==> config.mk <==
export PLATFORM = sky130hd
export DESIGN_NAME = song_sequencer
export DESIGN_NICKNAME = d
export VERILOG_FILES = /design/src/rtl/song_sequencer.sv
export SDC_FILE = /design/constraint.sdc
export NUM_CORES = 1
export LEC_CHECK = 0
export ABC_AREA = 1
export CAP_MARGIN = 30
export CORE_MARGIN = 1.5
export CORE_UTILIZATION = 32
export DETAILED_ROUTE_END_ITERATION = 6
export GPL_ROUTABILITY_DRIVEN = 0
export PLACE_DENSITY = 0.55
export SYNTH_ARGS = -nofsm -noshare
export SYNTH_HDL_FRONTEND = slang
export SYNTH_SLANG_ARGS = --single-unit
==> constraint.sdc <==
create_clock -name clk -period 2.6 [get_ports clk]
set_input_delay 0.52 -clock clk [delete_from_list [all_inputs] [get_ports clk]]
set_output_delay 0.52 -clock clk [all_outputs]
set_load 0.005 [all_outputs]
==> src/rtl/song_sequencer.sv <==
// Song sequencer: replays a 16-entry note memory into the multi-note player
// over a val/rdy request interface, once or in a loop.
//
// state  | meaning
// IDLE   | waiting for start; note memory writable
// ISSUE  | presenting mem[note_idx] to the player until accepted
// FINISH | one-cycle done pulse after a non-looping song
module song_sequencer (
  input  logic       clk,
  input  logic       rst,
  input  logic       wr_en,
  input  logic [3:0] wr_addr,
  input  logic [2:0] wr_data,
  input  logic [4:0] song_len,
  input  logic       loop,
  input  logic       start,
  input  logic       stop,
  output logic       play_note_val,
  input  logic       play_note_rdy,
  output logic [2:0] play_note_num,
  output logic       busy,
  output logic [3:0] note_idx,
  output logic       done
);

  localparam int DEPTH = 16;

  typedef enum logic [1:0] {
    IDLE   = 2'd0,
    ISSUE  = 2'd1,
    FINISH = 2'd2
  } state_t;

  state_t     state, state_n;
  logic [3:0] idx_n;
  logic [4:0] len_r, len_n;
  logic       loop_r, loop_n;
  logic [4:0] len_clamp;
  logic       last_entry;
  logic [2:0] mem [DEPTH];

  assign len_clamp  = (song_len > 5'd16) ? 5'd16 : song_len;
  assign last_entry = ({1'b0, note_idx} == (len_r - 5'd1));

  always_ff @(posedge clk) begin
    if (rst) begin
      state    <= IDLE;
      note_idx <= 4'd0;
      len_r    <= 5'd0;
      loop_r   <= 1'b0;
    end else begin
      state    <= state_n;
      note_idx <= idx_n;
      len_r    <= len_n;
      loop_r   <= loop_n;
    end
  end

  // Memory is only writable while idle so the song cannot change under playback.
  always_ff @(posedge clk) begin
    if (rst) begin
      for (int i = 0; i < DEPTH; i++) mem[i] <= 3'd0;
    end else if (wr_en && (state == IDLE)) begin
      mem[wr_addr] <= wr_data;
    end
  end

  assign play_note_num = mem[note_idx];
  assign busy          = (state != IDLE);

  always_comb begin
    state_n       = state;
    idx_n         = note_idx;
    len_n         = len_r;
    loop_n        = loop_r;
    play_note_val = 1'b0;
    done          = 1'b0;
    case (state)
      IDLE: begin
        if (start && !stop) begin
          if (len_clamp != 5'd0) begin
            len_n   = len_clamp;
            loop_n  = loop;
            idx_n   = 4'd0;
            state_n = ISSUE;
          end else begin
            state_n = FINISH;
          end
        end
      end
      ISSUE: begin
        play_note_val = 1'b1;
        if (play_note_rdy) begin
          if (!last_entry) begin
            idx_n = note_idx + 4'd1;
          end else if (loop_r) begin
            idx_n = 4'd0;
          end else begin
            state_n = FINISH;
          end
        end
        // A coinciding transfer still reached the player; we just abandon the rest.
        if (stop) begin
          state_n = IDLE;
          idx_n   = 4'd0;
        end
      end
      FINISH: begin
        done    = !stop;
        state_n = IDLE;
        idx_n   = 4'd0;
      end
      default: begin
        state_n = IDLE;
        idx_n   = 4'd0;
      end
    endcase
  end

endmodule

; Word-level counts from Yosys, hierarchy flattened
; Memory sizes are Yosys's and may differ from the RTL's. A register that Yosys moved wholly into a read port is not among the register bits.
; Cells that the tools add are included.
[classes]
addsub = 2
eq_ne = 9
n_mux = 27
magnitude_cmp = 1
n_reduce_logical = 10
[op_table]
columns = operator, n
row1 = 4-bit two-way mux, 9
row2 = 2-bit two-way mux, 6
row3 = 3-bit inequality test (second input constant), 3
row4 = 1-bit two-way mux, 8
row5 = 4-bit one-hot mux with 2 select lines, 1
row6 = 4-bit AND reduction, 2
row7 = 4-bit by 5-bit == test with 1-bit output, 1
row8 = 5-bit > comparator (second input constant), 1
row9 = 5-bit two-way mux, 1
row10 = 5-bit nonzero test, 1
row11 = 5-bit by 1-bit subtractor with 5-bit output (second input constant), 1
row12 = 4-bit by 1-bit adder with 4-bit output (second input constant), 1
row13 = 2-bit by 1-bit inequality test with 1-bit output (second input constant), 2
row14 = 4-bit inequality test (second input constant), 1
row15 = 2-bit one-hot mux with 2 select lines, 1
row16 = 3-bit two-way mux, 1
row17 = 3-bit AND reduction, 1
row18 = 3-bit OR reduction, 1
row19 = 2-bit by 1-bit == test with 1-bit output (second input constant), 1
row20 = 2-bit == test (second input constant), 1
row21 = 1-bit logical AND, 2
row22 = 2-bit zero test, 1
row23 = 2-bit nonzero test, 1
row24 = 1-bit zero test, 1
[totals]
ramBits = 48
inputBits = 19
n_memories = 1
out_inout_bits = 10
reg_bits = 12
[mem_list]
columns = name, words, word_bits, rd, rd_clocked_by_memory_dff, wr, line_no
row1 = mem, 16, 3, 1, 1, 16, 40  ; logic [2:0] mem [DEPTH];

; Depth between registers and ports, before layout
; Gate-level depths: netlist (run 1).
[logic_depth]
ltp_word = 8
depth_mapped = 14
depth_no_buf = 14

; Worst setup path after synthesis (run 1)
; Ideal clock, no wire load.
[synth_path]
path_kind = reg2out
start = register with a tool-made name
end = output port play_note_num[0]
slack_ps = 977
n_path_buf = 2
arrival_ps = 1103
path_stages_with_launch = 7
required_ps = 2080
cell_sequence = dfxtp_1 -> buf_2 -> buf_4 -> mux2i_1 -> o211ai_1 -> o211ai_1 -> nand2_1
[synth_rtl]
columns = element, line_no
row1 = "end, declared", 20  ; output logic [2:0] play_note_num,

==> summary.txt, run 1 <==
Placed design
  – Post-DP Area: 3650 sq um
  – Dpl ws: 203 ps
  – Cell count after placement: 521
  – IO buf count: 28
  – Final HPWL DP: 4970 um

Pwr
  – P_leak: 1.58 nW
  – Maximum vdd drop: 213 uV
  – Total power consumption of the routed design: 0.00273 W
  – Power Density: 694 nW/um^2

Timing
  – Worst slew margin: 58.4%
  – Final hold vios: 0
  – Slew Limit Fails: 0
  – Final setup fails: 0
  – Setup Skew: 10.2 ps
  – Tcrit/Tclk final: 97.0%
  – Max Fclk: 397 MHz
  – Setup_tns: 0 ps
  – Worst slew pin tran: 624 ps
  – Tmin final: 2520 ps
  – Final WS setup: 78.5 ps

Yosys
  – Synth area leader: edfxtp_1
  – Most common cell in the netlist: nand2_1
  – Async S/R FF share, synth: 0%
  – Ys flop type: edfxtp_1
  – Ys Warns: 0
  – Synth cell count leaders: nand2_1 (81), nor2_1 (66), edfxtp_1 (48), inv_1 (41), a21oi_1 (19)
  – Synth area leaders: edfxtp_1 (45%), dfxtp_1 (10%), nand2_1 (9.5%), nor2_1 (7.7%), inv_1 (4.8%)
  – Sequential fraction of the synthesis area: 55.0%
  – Post-synth EDFFs: 48
  – Mapped Cells: 366
  – Synth unique cells: 25
  – Netlist Area Pre-Place: 3200 sq um
  – Share of Yosys cell area claimed by the top area cell type: 45.0%
  – Synth Area per Inst: 8.75 sq um
  – Net Count, Synth: 387
  – #FFs+latches synth: 64

Routing
  – Antenna viol nets, final: 0
  – DR WL/cell: 13.3 um
  – Starting DRT DRC Count: 176
  – Via-to-Cell Ratio: 4.54
  – Detailed Route WL: 7150 um
  – DR vias: 2448
  – # DRC: 0
  – DRT Pass-1 Iters: 4

CTS
  – CTS Buf Count: 9
  – Hold_buf cts: 0
  – Postcts setup bufs: 0
  – CTS Root Cell: clkbuf_8
  – H-tree Lvls: 3
  – Clock Pin Slew Worst Setup and Hold Paths: 70 ps
  – CTS Buffer Depth: 2
  – Worst-Skew Late Latency: 330 ps
  – CTS tree: yes
  – Sink Count: 64

Cells and area
  – Diode count: 0
  – Nets: 422
  – Layout cells sized above 1: 11.1%
  – Fin area: 3930 sq um
  – Area grow syn2layout: 22.7%
  – Layout Cells excl Fill: 539

Setup path
  – CP required: 2080 ps
  – CP endpoint: play_note_num[0]
  – Critical path peak fanout: 18
  – Reg2reg setup slack: 870 ps
  – CP arrival: 2000 ps
  – Endpoint class of the critical path: output port
  – CP Launch Type: flip-flop
  – Crit Path Category: reg -> out
  – R2R cell count: 10
  – Reg2Reg Launch Point: len_r[0]

Min path
  – Hold Path Stages: 2
  – HP Class: reg -> reg

Global route
  – Total track usage: 14.2%
  – Antenna violations before repair: 0
  – Largest net degree at the start of global routing: 37
  – Vias in the first global route: 2296
  – First-pass GRT wire length: 11200 um
  – Total grt overflow: 0

Die
  – I/O Pins: 29
  – Initial core utilization: 32.9%
  – DIE AREA: 10600 sq um
  – Chip Height: 103 um
  – Die X: 103 um
  – Row cnt: 36
  – Core Footprint: 9730 sq um

Job
  – MaxCap Viol Count: 0

Run status
  – Status: complete, no violations
-- critical path, stage by stage, from the launching register on --
cell and delay [ps]:
dfxtp_2 390, buf_12 180, mux2i_1 260, o21ai_0 120, o211ai_1 190, nand2_1 90, clkdlybuf4s50_1 450
-- power by group --
part	total [W]	switching, W	internal, W
Clock	0.00102	0.000389	0.000634
Sequential	0.00120	0.0000474	0.00115
Combinational	0.000507	0.000283	0.000224
-- through the flow --
stage | hold slack [ps] | utilization, %
global placement | 470 | 37.5
global route | 492 | 40.4
finish | 475 | 40.4
CTS | 479 | 40.0
floorplan | 439 | -
detailed placement | 470 | 37.5
-- kinds of logic (layout without fill, tap and decap cells) --
family,after synthesis,in the layout,share of synthesized area (%)
compound gates,50,50,8.95
fa+ha+maj,2,2,0.781
buf+inv,57,97,6.91
flops,64,64,55.0
mux,12,12,3.75
simple gates,181,181,24.6
-- final cells by class --
class | instances | area (sq um)
well taps | 133 | 166
clock inverters | 6 | 108
fillers | 1008 | 5800
clock buffers | 10 | 128
flip-flops and latches | 64 | 1770
inverters | 46 | 176
repair inverters | 1 | 7.51
repair buffers | 34 | 355
multi-input cells | 245 | 1220
-- placed cells by master (no fill, tap or decap), types with 2 or more instances in the layout --
master            n
inv_2             5
edfxtp_1         48
buf_4             4
clkinv_2          2
nand2_1          81
nor3_1            5
dfxtp_1          14
mux2i_1          11
bufinv_16         3
clkdlybuf4s50_1  28
nor2_4            3
nor2_1           66
ha_1              2
a21oi_1          19
nor2_2            3
nand4_1           5
nand2_4           2
nand3_2           2
inv_1            40
o211ai_1         12
clkinvlp_4        3
nand2_2           2
clkbuf_8          9
o21ai_0          17
nand3_1          11
-- layer usage --
metal / share of wire (%) / up-vias / GRT usage, %
met3: 4.4 / 6 / 4.00
li1: - / 1280 / -
met2: 46 / 65 / 22.2
met5: 0 / - / 0
met4: 1.0 / 0 / 4.05
met1: 48 / 1097 / 19.5
-- flip-flops by register name, indices dropped and copies added, names as in the netlist, named ones only --
signal,cells
len_r,5
mem,48
loop_r,1
state,2
note_idx,4
-- worst min-delay path by stage --
stage / start / end / slack (ps)
4_1_cts: len_r[1] / len_r[1] / 480
5_1_grt: len_r[1] / len_r[1] / 490
3_3_place_gp: len_r[4] / len_r[4] / 470
3_5_place_dp: len_r[1] / len_r[1] / 470
2_1_floorplan: len_r[1] / len_r[1] / 440
6_report: len_r[1] / len_r[1] / 470
-- what timing repair did --
action | in CTS | in global routing
cloned | 0 | 2
setup endpoints to repair | 3 | 3
gates resized for setup | 1 | 5
Note: power is estimated with default switching activity, not from simulation.
==> inputs of run 2 (changes only) <==
--- a/config.mk
+++ b/config.mk
@@ -7,7 +7,7 @@
 export LEC_CHECK = 0
 export ABC_AREA = 1
 export CAP_MARGIN = 30
-export CORE_MARGIN = 1.5
+export CORE_MARGIN = 10
 export CORE_UTILIZATION = 32
 export DETAILED_ROUTE_END_ITERATION = 6
 export GPL_ROUTABILITY_DRIVEN = 0
==> run 2 against run 1 <==
Compared with the run above:
- sequential share of layout area rose by 0.95 points
- non-clock buffer count fell by 1
- first-iteration DRC count grew 9.7%
- critical path depth stayed put
- maximum frequency is 0.97% higher
- sequential power about the same
- critical path type unchanged
==> summary.txt, run 2 (synthesis gave the netlist of run 1 again) <==
CTS
  – Worst-Skew Late Latency: 330 ps (about the same)
  – H-tree Lvls: 3 (unchanged)
  – CTS Root Cell: clkbuf_8
  – CTS Buffer Depth: 2 (unchanged)
  – Hold_buf cts: 0 (unchanged)
  – Clock Pin Slew Worst Setup and Hold Paths: 70 ps (about the same)
  – Postcts setup bufs: 0 (unchanged)
  – CTS tree: yes
  – Sink Count: 64 (unchanged)
  – CTS Buf Count: 9 (unchanged)

Routing
  – DR vias: 2440 (-0.33%)
  – Via-to-Cell Ratio: 4.54 (-0.14%)
  – # DRC: 0 (unchanged)
  – DR WL/cell: 13.0 um (-2.2%)
  – DRT Pass-1 Iters: 4 (unchanged)
  – Antenna viol nets, final: 0 (unchanged)
  – Starting DRT DRC Count: 193 (+9.7%)
  – Detailed Route WL: 6980 um (-2.4%)

Setup path
  – CP required: 2080 ps (about the same)
  – R2R cell count: 13 (+3)
  – CP arrival: 1980 ps (-20 ps)
  – Endpoint class of the critical path: output port
  – Critical path peak fanout: 36 (+18)
  – CP Launch Type: flip-flop
  – Crit Path Category: reg -> out

Cells and area
  – Layout cells sized above 1: 9.63% (-1.5 points)
  – Max FFs per register: 48 (unchanged)
  – Post-route core utilization: 39.4% (-1.0 points)
  – Leading cell types in the layout, fill and taps excluded: nand2_1 (81), nor2_1 (66), edfxtp_1 (48)
  – Diode count: 0 (unchanged)
  – Most common cell after layout, fill and taps aside: nand2_1
  – Area grow syn2layout: 20.1%
  – Nets: 421 (-0.24%)
  – Top flop regs: mem: 48 flops, len_r: 5 flops, note_idx: 4 flops
  – Top reg by flops: mem

Timing
  – Worst slew pin tran: 643 ps (+19.5 ps)
  – Final Hold Slack: 471 ps (-3.47 ps)
  – Final hold vios: 0 (unchanged)
  – Worst slew margin: 57.1% (-1.3 points)
  – Setup Skew: 7.87 ps (-2.37 ps)
  – Final setup fails: 0 (unchanged)
  – RSZ-0062 raised after global routing: no
  – Setup_tns: 0 ps (unchanged)
  – Tmin final: 2500 ps (-24.1 ps)
  – Max Fclk: 400 MHz (+0.97%)
  – Tcrit/Tclk final: 96.1% (-0.93 points)
  – Slew Limit Fails: 0 (unchanged)

Pwr
  – Power Density: 642 nW/um^2 (-7.5%)
  – Maximum vdd drop: 266 uV (+25%)
  – Clk pwr share: 31.7% (-5.8 points)
  – Sw Ratio: 27.5% (+1.1 points)
  – P_leak: 1.54 nW (-2.4%)
  – Seq pwr share: 48.3% (+4.4 points)
  – Internal power: 0.00179 W (-11%)
  – Switching power: 0.000679 W (-5.7%)
  – Total power consumption of the routed design: 0.00247 W (-9.5%)
  – Combinational share of power: 20.0% (+1.4 points)

Die
  – Chip Height: 120 um (+16%)
  – I/O Pins: 29 (unchanged)
  – Initial core utilization: 32.8% (-0.15 points)
  – Row cnt: 36 (unchanged)
  – Core Footprint: 9770 sq um (+0.46%)
  – DIE AREA: 14400 sq um (+36%)
  – Die X: 120 um (+16%)

Global route
  – Global-route met1 utilization: 11.9% (-7.5 points)
  – Total track usage: 9.80% (-4.4 points)
  – Vias in the first global route: 2403 (+4.7%)
  – First-pass GRT wire length: 11300 um (+0.79%)
  – Antenna violations before repair: 0 (unchanged)
  – Global-route track usage on met2: 16.3% (-5.9 points)
  – Largest net degree at the start of global routing: 37 (unchanged)
  – GR Util met3: 2.53% (-1.5 points)
  – GRT Max-Usage Layer: met2
  – Total grt overflow: 0 (unchanged)

Min path
  – HP Class: reg -> reg
  – Hold Path Stages: 2 (unchanged)

Placed design
  – Final HPWL DP: 5180 um (+4.2%)
  – IO buf count: 28 (unchanged)

Run status
  – Status: complete, no violations

Job
  – MaxCap Viol Count: 0 (unchanged)
==> run 2: cell types whose count changed in the layout (fill, tap and decap cells not counted), sizes merged <==
cell	change
clkinv	+3
bufinv	-2
clkinvlp	-1
clkbuf	-1
==> run 2: repair_timing <==
| item | CTS | global route |
|---|---|---|
| resized for setup | 1 | 4 |
| cloned | 0 | 1 |
| setup endpoints to repair | 3 | 1 |
| hold endpoints to repair | 0 | 0 |
==> run 2: metrics by stage <==
stage / instance area, sq um / instances / setup slack (ps)
floorplan: 3200 / 366 / 977
global route: 3850 / 538 / 2.95
finish: 3850 / 538 / 103
detailed placement: 3650 / 521 / 260
global placement: 3650 / 521 / 293
CTS: 3830 / 537 / 87.5
==> run 2: final timing paths <==
| check | startpoint | end | slack (ps) |
|---|---|---|---|
| worst max-delay path | flip-flop | play_note_num[0] | 100 |
| worst min register to register | len_r[1] | len_r[1] | 470 |
| worst max register to register | len_r[0] | flip-flop | 810 |
| worst min-delay path | len_r[1] | len_r[1] | 470 |
==> run 2: power groups by stage <==
stage	Clock [W]	Combinational [W]	Sequential (W)
3_3_place_gp	0	0.000490	0.00121
5_1_grt	0.000836	0.000553	0.00120
6_report	0.000783	0.000493	0.00119
3_5_place_dp	0	0.000493	0.00121
4_1_cts	0.000797	0.000495	0.00119
2_1_floorplan	0	0.000326	0.00119
==> run 2: critical path, cell delays in order, from the launching register on <==
cell and delay, ps:
dfxtp_1 350, buf_12 210, mux2i_1 230, o21ai_0 90, o211ai_1 210, nand2_1 80
clkdlybuf4s50_1 470
==> run 2: final cells by class <==
class	instances	area, sq um
clock buffer	10	128
clock inverter	6	50.0
fill	987	5930
inverter	46	176
multi-input combinational	245	1220
sequential	64	1770
tap	133	166
timing repair buffer	33	330
timing repair inverter	1	7.51
==> run 2: routing by layer <==
metal	vias to the layer above	wire length, um
li1	1276	-
met1	1083	3090
met2	71	3240
met3	10	537
met4	0	110
met5	-	0
